### src/rtl/uart_rx_pkg.sv
// Shared UART RX definitions: vote-select encodings and sampler sizing defaults.
package uart_rx_pkg;

  localparam int PRESCALE_W_DEF = 6;
  localparam int MIN_PRESCALE   = 4;

  typedef enum logic [1:0] {
    VOTES_1    = 2'b00,
    VOTES_3    = 2'b01,
    VOTES_5    = 2'b10,
    VOTES_RSVD = 2'b11
  } votes_sel_e;

endpackage

### src/rtl/samp_window_decode.sv
// Registered decode of prescale/votes_sel into the sampling window, done edge,
// vote count and a validity flag. Also reused by the start-bit glitch checker.
module samp_window_decode
  import uart_rx_pkg::*;
#(
  parameter int PRESCALE_W = PRESCALE_W_DEF,
  parameter int MAX_VOTES  = 5
) (
  input  logic                             clk,
  input  logic                             rst,
  input  logic [PRESCALE_W-1:0]            prescale,
  input  logic [1:0]                       votes_sel,
  output logic [PRESCALE_W-1:0]            win_lo,
  output logic [PRESCALE_W-1:0]            win_hi,
  output logic [PRESCALE_W-1:0]            done_edge,
  output logic [$clog2(MAX_VOTES+1)-1:0]   n_votes,
  output logic                             valid,
  output logic                             cfg_err
);

  localparam int CW = $clog2(MAX_VOTES + 1);

  logic [PRESCALE_W-1:0] win_lo_d, win_lo_q, win_hi_d, win_hi_q, done_edge_d, done_edge_q;
  logic [PRESCALE_W-1:0] c_half, k_half;
  logic [CW-1:0]         n_votes_d, n_votes_q;
  logic                  valid_d, valid_q, cfg_err_d, cfg_err_q;
  int                    n_int;

  always_comb begin
    n_int = 1;
    case (votes_sel_e'(votes_sel))
      VOTES_3: n_int = 3;
      VOTES_5: n_int = 5;
      default: n_int = 1;
    endcase
    c_half      = prescale >> 1;
    k_half      = PRESCALE_W'((n_int - 1) / 2);
    win_lo_d    = c_half - k_half;
    win_hi_d    = c_half + k_half;
    // c_half is at most half the prescale range, so done_edge cannot wrap
    done_edge_d = win_hi_d + PRESCALE_W'(1);
    n_votes_d   = CW'(n_int);
    valid_d     = !prescale[0]
                  && (prescale >= PRESCALE_W'(MIN_PRESCALE))
                  && (votes_sel != VOTES_RSVD)
                  && (n_int <= MAX_VOTES)
                  && (done_edge_d < prescale);
    cfg_err_d   = !valid_d;
  end

  always_ff @(posedge clk or negedge rst) begin
    if (!rst) begin
      win_lo_q    <= '0;
      win_hi_q    <= '0;
      done_edge_q <= '0;
      n_votes_q   <= '0;
      valid_q     <= 1'b0;
      cfg_err_q   <= 1'b0;
    end else begin
      win_lo_q    <= win_lo_d;
      win_hi_q    <= win_hi_d;
      done_edge_q <= done_edge_d;
      n_votes_q   <= n_votes_d;
      valid_q     <= valid_d;
      cfg_err_q   <= cfg_err_d;
    end
  end

  assign win_lo    = win_lo_q;
  assign win_hi    = win_hi_q;
  assign done_edge = done_edge_q;
  assign n_votes   = n_votes_q;
  assign valid     = valid_q;
  assign cfg_err   = cfg_err_q;

endmodule

### src/rtl/data_sampling_mv.sv
// Majority-vote UART RX bit sampler with configurable prescale and 1/3/5 votes,
// reporting per-bit noise and unsupported configurations.
module data_sampling_mv
  import uart_rx_pkg::*;
#(
  parameter int PRESCALE_W = PRESCALE_W_DEF,
  parameter int MAX_VOTES  = 5
) (
  input  logic                  clk,
  input  logic                  rst,
  input  logic                  RX_IN,
  input  logic                  data_samp_en,
  input  logic [PRESCALE_W-1:0] prescale,
  input  logic [1:0]            votes_sel,
  input  logic [PRESCALE_W-1:0] edge_cnt,
  output logic                  sampled_bit,
  output logic                  sample_done,
  output logic                  noise_flag,
  output logic                  cfg_err
);

  localparam int CW = $clog2(MAX_VOTES + 1);

  logic [PRESCALE_W-1:0] win_lo, win_hi, done_edge;
  logic [CW-1:0]         n_votes;
  logic                  valid;
  logic [CW-1:0]         ones_d, ones_q, cnt_d, cnt_q;
  logic                  sampled_bit_d, sampled_bit_q, sample_done_d, sample_done_q;
  logic                  noise_flag_d, noise_flag_q;

  samp_window_decode #(
    .PRESCALE_W (PRESCALE_W),
    .MAX_VOTES  (MAX_VOTES)
  ) u_decode (
    .clk       (clk),
    .rst       (rst),
    .prescale  (prescale),
    .votes_sel (votes_sel),
    .win_lo    (win_lo),
    .win_hi    (win_hi),
    .done_edge (done_edge),
    .n_votes   (n_votes),
    .valid     (valid),
    .cfg_err   (cfg_err)
  );

  always_comb begin
    ones_d        = ones_q;
    cnt_d         = cnt_q;
    sampled_bit_d = sampled_bit_q;
    noise_flag_d  = noise_flag_q;
    sample_done_d = 1'b0;
    if (!data_samp_en || !valid) begin
      ones_d = '0;
      cnt_d  = '0;
    end else begin
      if (edge_cnt == win_lo) begin
        ones_d = CW'(RX_IN);
        cnt_d  = CW'(1);
      end else if ((edge_cnt > win_lo) && (edge_cnt <= win_hi)) begin
        ones_d = ones_q + CW'(RX_IN);
        cnt_d  = cnt_q + CW'(1);
      end
      // A bit entered mid-window never collects all its votes, so it is dropped
      if ((edge_cnt == done_edge) && (cnt_q == n_votes)) begin
        sampled_bit_d = ({ones_q, 1'b0} > {1'b0, n_votes});
        noise_flag_d  = (ones_q != '0) && (ones_q != n_votes);
        sample_done_d = 1'b1;
      end
    end
  end

  always_ff @(posedge clk or negedge rst) begin
    if (!rst) begin
      ones_q        <= '0;
      cnt_q         <= '0;
      sampled_bit_q <= 1'b0;
      sample_done_q <= 1'b0;
      noise_flag_q  <= 1'b0;
    end else begin
      ones_q        <= ones_d;
      cnt_q         <= cnt_d;
      sampled_bit_q <= sampled_bit_d;
      sample_done_q <= sample_done_d;
      noise_flag_q  <= noise_flag_d;
    end
  end

  assign sampled_bit = sampled_bit_q;
  assign sample_done = sample_done_q;
  assign noise_flag  = noise_flag_q;

endmodule

### config.mk
export PLATFORM = sky130hd
export DESIGN_NAME = data_sampling_mv
export DESIGN_NICKNAME = d
export VERILOG_FILES = /design/src/rtl/uart_rx_pkg.sv /design/src/rtl/samp_window_decode.sv /design/src/rtl/data_sampling_mv.sv
export SDC_FILE = /design/constraint.sdc
export NUM_CORES = 1
export LEC_CHECK = 0
export BUFFER_PORTS_ARGS = -buffer_cell sky130_fd_sc_hd__buf_4
export CAP_MARGIN = 10
export CORE_MARGIN = 2
export CORE_UTILIZATION = 62
export DETAILED_ROUTE_END_ITERATION = 10
export GPL_TIMING_DRIVEN = 0
export PLACE_DENSITY = 0.84
export SETUP_SLACK_MARGIN = 0.5
export SLEW_MARGIN = 20
export SYNTH_ARGS = -nofsm -noshare
export SYNTH_HDL_FRONTEND = slang
export SYNTH_SLANG_ARGS = --single-unit
### constraint.sdc
create_clock -name clk -period 3.5 [get_ports clk]
set_clock_uncertainty 0.2 [all_clocks]
set_input_delay 0.525 -clock clk [delete_from_list [all_inputs] [get_ports clk]]
set_output_delay 0.525 -clock clk [all_outputs]
set_load 0.01 [all_outputs]
# Word-level counts from Yosys, hierarchy flattened
# Index checks and enable logic that the tools add are counted.
[word_totals]
reg_bits = 32
ram_bits = 0
memories = 0
latch_bits = 0
in_bits = 18
romBits = 0
out_inout_bits = 4
[classes]
shifts = 0
mux = 9
div = 0
bitwise_logic = 2
multipliers = 0
magnitude_cmp = 6
n_eq_ne = 7
add_sub_neg = 7
n_reduce_logical = 15
[op_table]
columns = ["op", "count"]
rows = [
  ["3-bit 2-to-1 mux", 6],
  ["6-bit == test", 2],
  ["1-bit logical AND", 7],
  ["5-bit by 6-bit adder with 6-bit output", 1],
  ["6-bit by 1-bit adder with 6-bit output", 1],
  ["6-bit by 1-bit adder with 6-bit output, second input constant", 1],
  ["6-bit by 3-bit >= comparator with 1-bit output, second input constant", 1],
  ["6-bit > comparator", 1],
  ["6-bit <= comparator", 1],
  ["6-bit less-than comparator", 1],
  ["3-bit case mux with 2 select lines", 1],
  ["3-bit nonzero test", 2],
  ["5-bit by 6-bit subtractor with 6-bit output", 1],
  ["4-bit by 3-bit > comparator with 1-bit output", 1],
  ["1-bit zero test", 4],
  ["3-bit by 1-bit subtractor with 4-bit output, second input constant", 1],
  ["3-bit by 1-bit adder with 3-bit output", 1],
  ["3-bit by 1-bit adder with 3-bit output, second input constant", 1],
  ["3-bit == test", 1],
  ["3-bit <= comparator, second input constant", 1],
  ["3-bit != test", 1],
  ["2-bit by 1-bit == test with 1-bit output, second input constant", 1],
  ["2-bit == test, second input constant", 1],
  ["1-bit 2-to-1 mux", 2],
  ["other kinds (5)", 5],
]

# Depth between registers and ports, before layout
[depth]
ltp_word = 10
depth_mapped = 13

# By module
# From an unflattened synthesis, not the netlist that was laid out.
[hier_totals]
cells_unflattened = 200
hier_area_um2 = 2044.5
[by_module_without_submodules]
columns = ["module", "instances", "area_each_um2", "cells_each"]
rows = [
  ["samp_window_decode", 1, 1046.0, 84],
  ["data_sampling_mv", 1, 998.5, 116],
]

# Least setup slack after synthesis
# No wires, ideal clock.
[synth_timing]
path_kind = "input -> register"
start = "input votes_sel[0]"
end = "register u_decode.cfg_err_q, in the netlist u_decode.cfg_err"
t_arrival_ns = 2.759
slack_ns = 0.401
path_buffers = 0
stages = 13
setup_ns = 0.140
required_ns = 3.160
path_cell_list = "nor2b_1 > ha_1 > inv_1 > fa_1 > inv_1 > ha_1 > xor2_1 > ha_1 > o21a_1 > o21a_1 > o21a_1 > o21ai_0 > o211ai_1"
[synth_between]
elab_chain_cells = 10
elab_cells_between_ends = 15
classes_between = "4 x add/sub; 2 x order compare; 3 x eq/ne; 1 x mux; 1 x bitwise; 4 x reduce/logical"
[synth_lines]
columns = ["item", "line", "rtl"]
rows = [
  ["start: declaration", "data_sampling_mv.sv:14", "input logic [1:0] votes_sel,"],
  ["2-bit == test / 2-bit by 1-bit == test with 1-bit output (equally long branches)", "samp_window_decode.sv:31", "case (votes_sel_e'(votes_sel))"],
  ["3-bit case mux with 2 select lines (*)", "samp_window_decode.sv:31", ""],
  ["3-bit by 1-bit subtractor with 4-bit output (*)", "samp_window_decode.sv:37", "k_half = PRESCALE_W'((n_int - 1) / 2);"],
  ["1-bit bitwise AND (no line)", "n/a", ""],
  ["6-bit by 1-bit adder with 6-bit output (no line) (*)", "n/a", ""],
  ["5-bit by 6-bit adder with 6-bit output (*)", "samp_window_decode.sv:39", "win_hi_d = c_half + k_half;"],
  ["via u_decode.win_hi_d[1]", "samp_window_decode.sv:23", "logic [PRESCALE_W-1:0] win_lo_d, win_lo_q, win_hi_d, win_hi_q, done_edge_d, done_edge_q;"],
  ["6-bit by 1-bit adder with 6-bit output (*)", "samp_window_decode.sv:41", "done_edge_d = win_hi_d + PRESCALE_W'(1);"],
  ["via u_decode.done_edge_d[2]", "samp_window_decode.sv:23", ""],
  ["6-bit less-than comparator (*)", "samp_window_decode.sv:47", "&& (done_edge_d < prescale);"],
  ["1-bit logical AND (*)", "samp_window_decode.sv:47", ""],
  ["1-bit zero test (*)", "samp_window_decode.sv:48", "cfg_err_d = !valid_d;"],
  ["via u_decode.cfg_err_d", "samp_window_decode.sv:26", "logic valid_d, valid_q, cfg_err_d, cfg_err_q;"],
  ["end signal: assignment", "samp_window_decode.sv:65", "cfg_err_q <= cfg_err_d;"],
  ["end: declaration", "samp_window_decode.sv:26", ""],
]
# Mark *: on every way through the listed nets, which the timed path passes. The rest lies on a longest branch.
# A chain may end at the register's enable or synchronous reset.

# Worst setup path after layout
[layout_timing]
start = "input votes_sel[1]"
end = "register u_decode.cfg_err_q, in the netlist u_decode.cfg_err"
[layout_between]
elab_chain_cells = 10
elab_cells_between_ends = 15
classes_between = "4 x add/sub; 2 x order compare; 3 x eq/ne; 1 x mux; 1 x bitwise; 4 x reduce/logical"
[layout_lines]
columns = ["item", "line", "rtl"]
rows = [
  ["2-bit == test / 2-bit by 1-bit == test with 1-bit output (equally long branches)", "samp_window_decode.sv:31", ""],
  ["3-bit case mux with 2 select lines (*)", "samp_window_decode.sv:31", ""],
  ["3-bit by 1-bit subtractor with 4-bit output (*)", "samp_window_decode.sv:37", ""],
  ["1-bit bitwise AND (no line)", "n/a", ""],
  ["6-bit by 1-bit adder with 6-bit output (no line) (*)", "n/a", ""],
  ["via u_decode.k_half[0]", "samp_window_decode.sv:24", "logic [PRESCALE_W-1:0] c_half, k_half;"],
  ["5-bit by 6-bit adder with 6-bit output (*)", "samp_window_decode.sv:39", ""],
  ["via u_decode.win_hi_d[1]", "samp_window_decode.sv:23", ""],
  ["6-bit by 1-bit adder with 6-bit output (*)", "samp_window_decode.sv:41", ""],
  ["via u_decode.done_edge_d[2]", "samp_window_decode.sv:23", ""],
  ["6-bit less-than comparator (*)", "samp_window_decode.sv:47", ""],
  ["1-bit logical AND (*)", "samp_window_decode.sv:47", ""],
  ["1-bit zero test (*)", "samp_window_decode.sv:48", ""],
  ["via u_decode.cfg_err_d", "samp_window_decode.sv:26", ""],
]
# Marks and branches as above.

==> results.tsv <==
metric	value	unit
core_area	0.00305	sq mm
yosys.cell_types.count	42	
reg2regPathDepth	7	
wl_per_cell	14.9	um
ant_nets	0	
num_rows	20	
ys_seq_area_frac	0.392	
min_to	u_decode.win_lo[4]	
worstMarginPinSlew	0.771	ns
yosys_warnings	0	
synthTopCellsByArea	dfrtp_1 (39%), ha_1 (17%), xnor2_1 (6.6%)	
viasPerCell	5.56	
reg2reg_to	ones_q[2]	
synth_fp_nets	245	
ioPinCount	22	
setup_violations	0	
slew_headroom	0.484	
timing.fmax	336	MHz
antenna_found_initial	0	
finalWirelength	4090	um
cts_tree	built	
met2_usage	0.444	
hold_depth	2	
avgSynthCellArea	10.0	sq um
hp-start	prescale[5]	
synthArstFlopShare	1.00	
die_height	60.5	um
gp_routability_congestion	0.847	
syn_area	0.00198	sq mm
n_antenna_cell	0	
synth_cells	198	
finalPower	825	uW
portBuffers	21	
syn_to_final_growth	19.1	%
mostFrequentLayoutCell	dfrtp_1	
grt_pass1_wl	6380	um
clock-sinks	31	
peakVddDrop	0.214	mV
power.density	349	mW/mm^2
holdCritPathClass	in2reg	
path_cells	buf_4, nor2b_4, ha_4, inv_1, fa_2, inv_2, ha_4, xor2_4, ha_1, o21a_1, o21a_1, o21a_1, o21ai_2, o211ai_1	
grt_use_met3	0.0341	
top_usage_layer	met2	
cp_data_arrival_time	2.96	ns
cts-root-buf	clkbuf_4	
dp_hpwl	3140	um
whs	0.197	ns
cap_violations	0	
critPathSlowestCell	fa_2	
finalHoldViolations	0	
critical_path.most_common_cell	o21a_1	
path_clk_slew	0.09	ns
grt_pass1_vias	1491	
startpoint_type	input port	
period_share	0.850	
worstSetupEndpointType	flop	
num_vias	1523	
yosysTopAreaCell	dfrtp_1	
clk_latency	0.31	ns
r2r_slack	1.16	ns
status	complete, no violations	
p_leak	1.17	nW
cts_buffers	5	
cp.required	3.48	ns
drive_above_1_share	0.200	
drc	0	
crit_family	adder cells	
grt_start_max_net_pins	32	
dieArea	0.00366	sq mm
ys.flop_type	dfrtp_1	
path_buf_inv	3	
path_class	in2reg	
period_needed	2.97	ns
finalSetupTns	0	ns
grt-ovfl-total	0	
slew_violations	0	
grtUsageTotal	0.242	
clock_path_buffers	2	
critPathMaxFanout	3	
synth_edf_count	0	
synth_top_area_share	0.392	
r2r-start	u_decode.win_hi[4]	
drtIter0Drc	82	
layout_common_cells	dfrtp_1 (31), inv_1 (29), ha_1 (25)	
nNetsFinal	276	
dr.pass1.iters	4	
use_met1	0.277	
slowest_delay	0.55	ns
rsz0062_at_grt	false	
start_util	0.649	
synth-seq-cells	31	
h-tree-depth	2	
die_x	60.5	um
per-stage QoR:
step | instance area (sq um) | util | instances | setup WS [ns]
4_1_cts | 2290 | 0.750 | 272 | 0.535
6_report | 2360 | 0.773 | 274 | 0.526
5_1_grt | 2360 | 0.773 | 274 | 0.477
2_1_floorplan | 1990 | - | 198 | 0.520
3_3_place_gp | 2210 | 0.723 | 263 | 0.174
3_5_place_dp | 2210 | 0.723 | 263 | 0.0760
report_power, final:
| group | leakage, nW | internal (mW) | switching, mW |
|---|---|---|---|
| Sequential | 0.391 | 0.386 | 0.0145 |
| Clock | 0.0282 | 0.0774 | 0.115 |
| Combinational | 0.754 | 0.108 | 0.124 |
| Total | 1.17 | 0.571 | 0.254 |
worst max-delay path by stage:
stage / end / startpoint / depth (start not counted) / slack, ns
after floorplan: u_decode.cfg_err / votes_sel[0] / 13 / 0.52
after global placement: u_decode.cfg_err / votes_sel[1] / 13 / 0.17
after detailed placement: u_decode.cfg_err / votes_sel[1] / 13 / 0.08
after CTS: u_decode.cfg_err / votes_sel[1] / 14 / 0.53
after global routing: u_decode.cfg_err / votes_sel[1] / 14 / 0.48
final: u_decode.cfg_err / votes_sel[1] / 14 / 0.53
registers in the layout, summed over array words and instances, names as in the netlist:
register	count
cnt_q	3
noise_flag	1
ones_q	3
sample_done	1
sampled_bit	1
u_decode.cfg_err	1
u_decode.done_edge	6
u_decode.n_votes	3
u_decode.valid	1
u_decode.win_hi	5
u_decode.win_lo	6
routing by layer:
metal,vias to the layer above,part of all wire
met5,-,0
met4,0,0.020
met3,6,0.025
met2,38,0.54
met1,732,0.41
li1,747,-
area by class of cell:
type | instances | area (sq um)
multi-input combinational | 135 | 1160
sequential | 31 | 776
fill | 206 | 693
timing repair buffer | 24 | 183
inverter | 30 | 113
tap | 44 | 55.1
clock buffer | 6 | 41.3
buffer | 2 | 16.3
clock inverter | 2 | 12.5
cells in the mapped netlist, drive strengths merged, types with 3 or more instances:
cell / n
a21oi: 6
nand2: 10
dfrtp: 31
nand3: 6
ha: 27
o21ai: 10
a21o: 4
xor2: 4
xnor2: 15
o21a: 5
a31oi: 5
and4: 3
inv: 30
nand4: 5
nor2: 8
cell families (layout without fill, tap and decap cells):
family,count (synthesis),after routing,share of synthesized area
AND/OR/NAND/NOR,44,44,0.121
adder cells (fa/ha/maj),29,29,0.191
XOR/XNOR,19,19,0.0840
buffers and inverters,32,64,0.0651
other,1,1,0.00189
multiplexers,2,2,0.0107
flip-flops,31,31,0.392
AO/OA/AOI/OAI,40,40,0.135
timing repair:
item | CTS | global route
hold buffers | 1 | 0
endpoints found under the setup margin | 2 | 2
pin swaps | 0 | 3
gates resized for setup | 3 | 8
buffers inserted | 0 | 2
hold endpoints to repair | 31 | 0
Power figures use the tool's default switching activity.
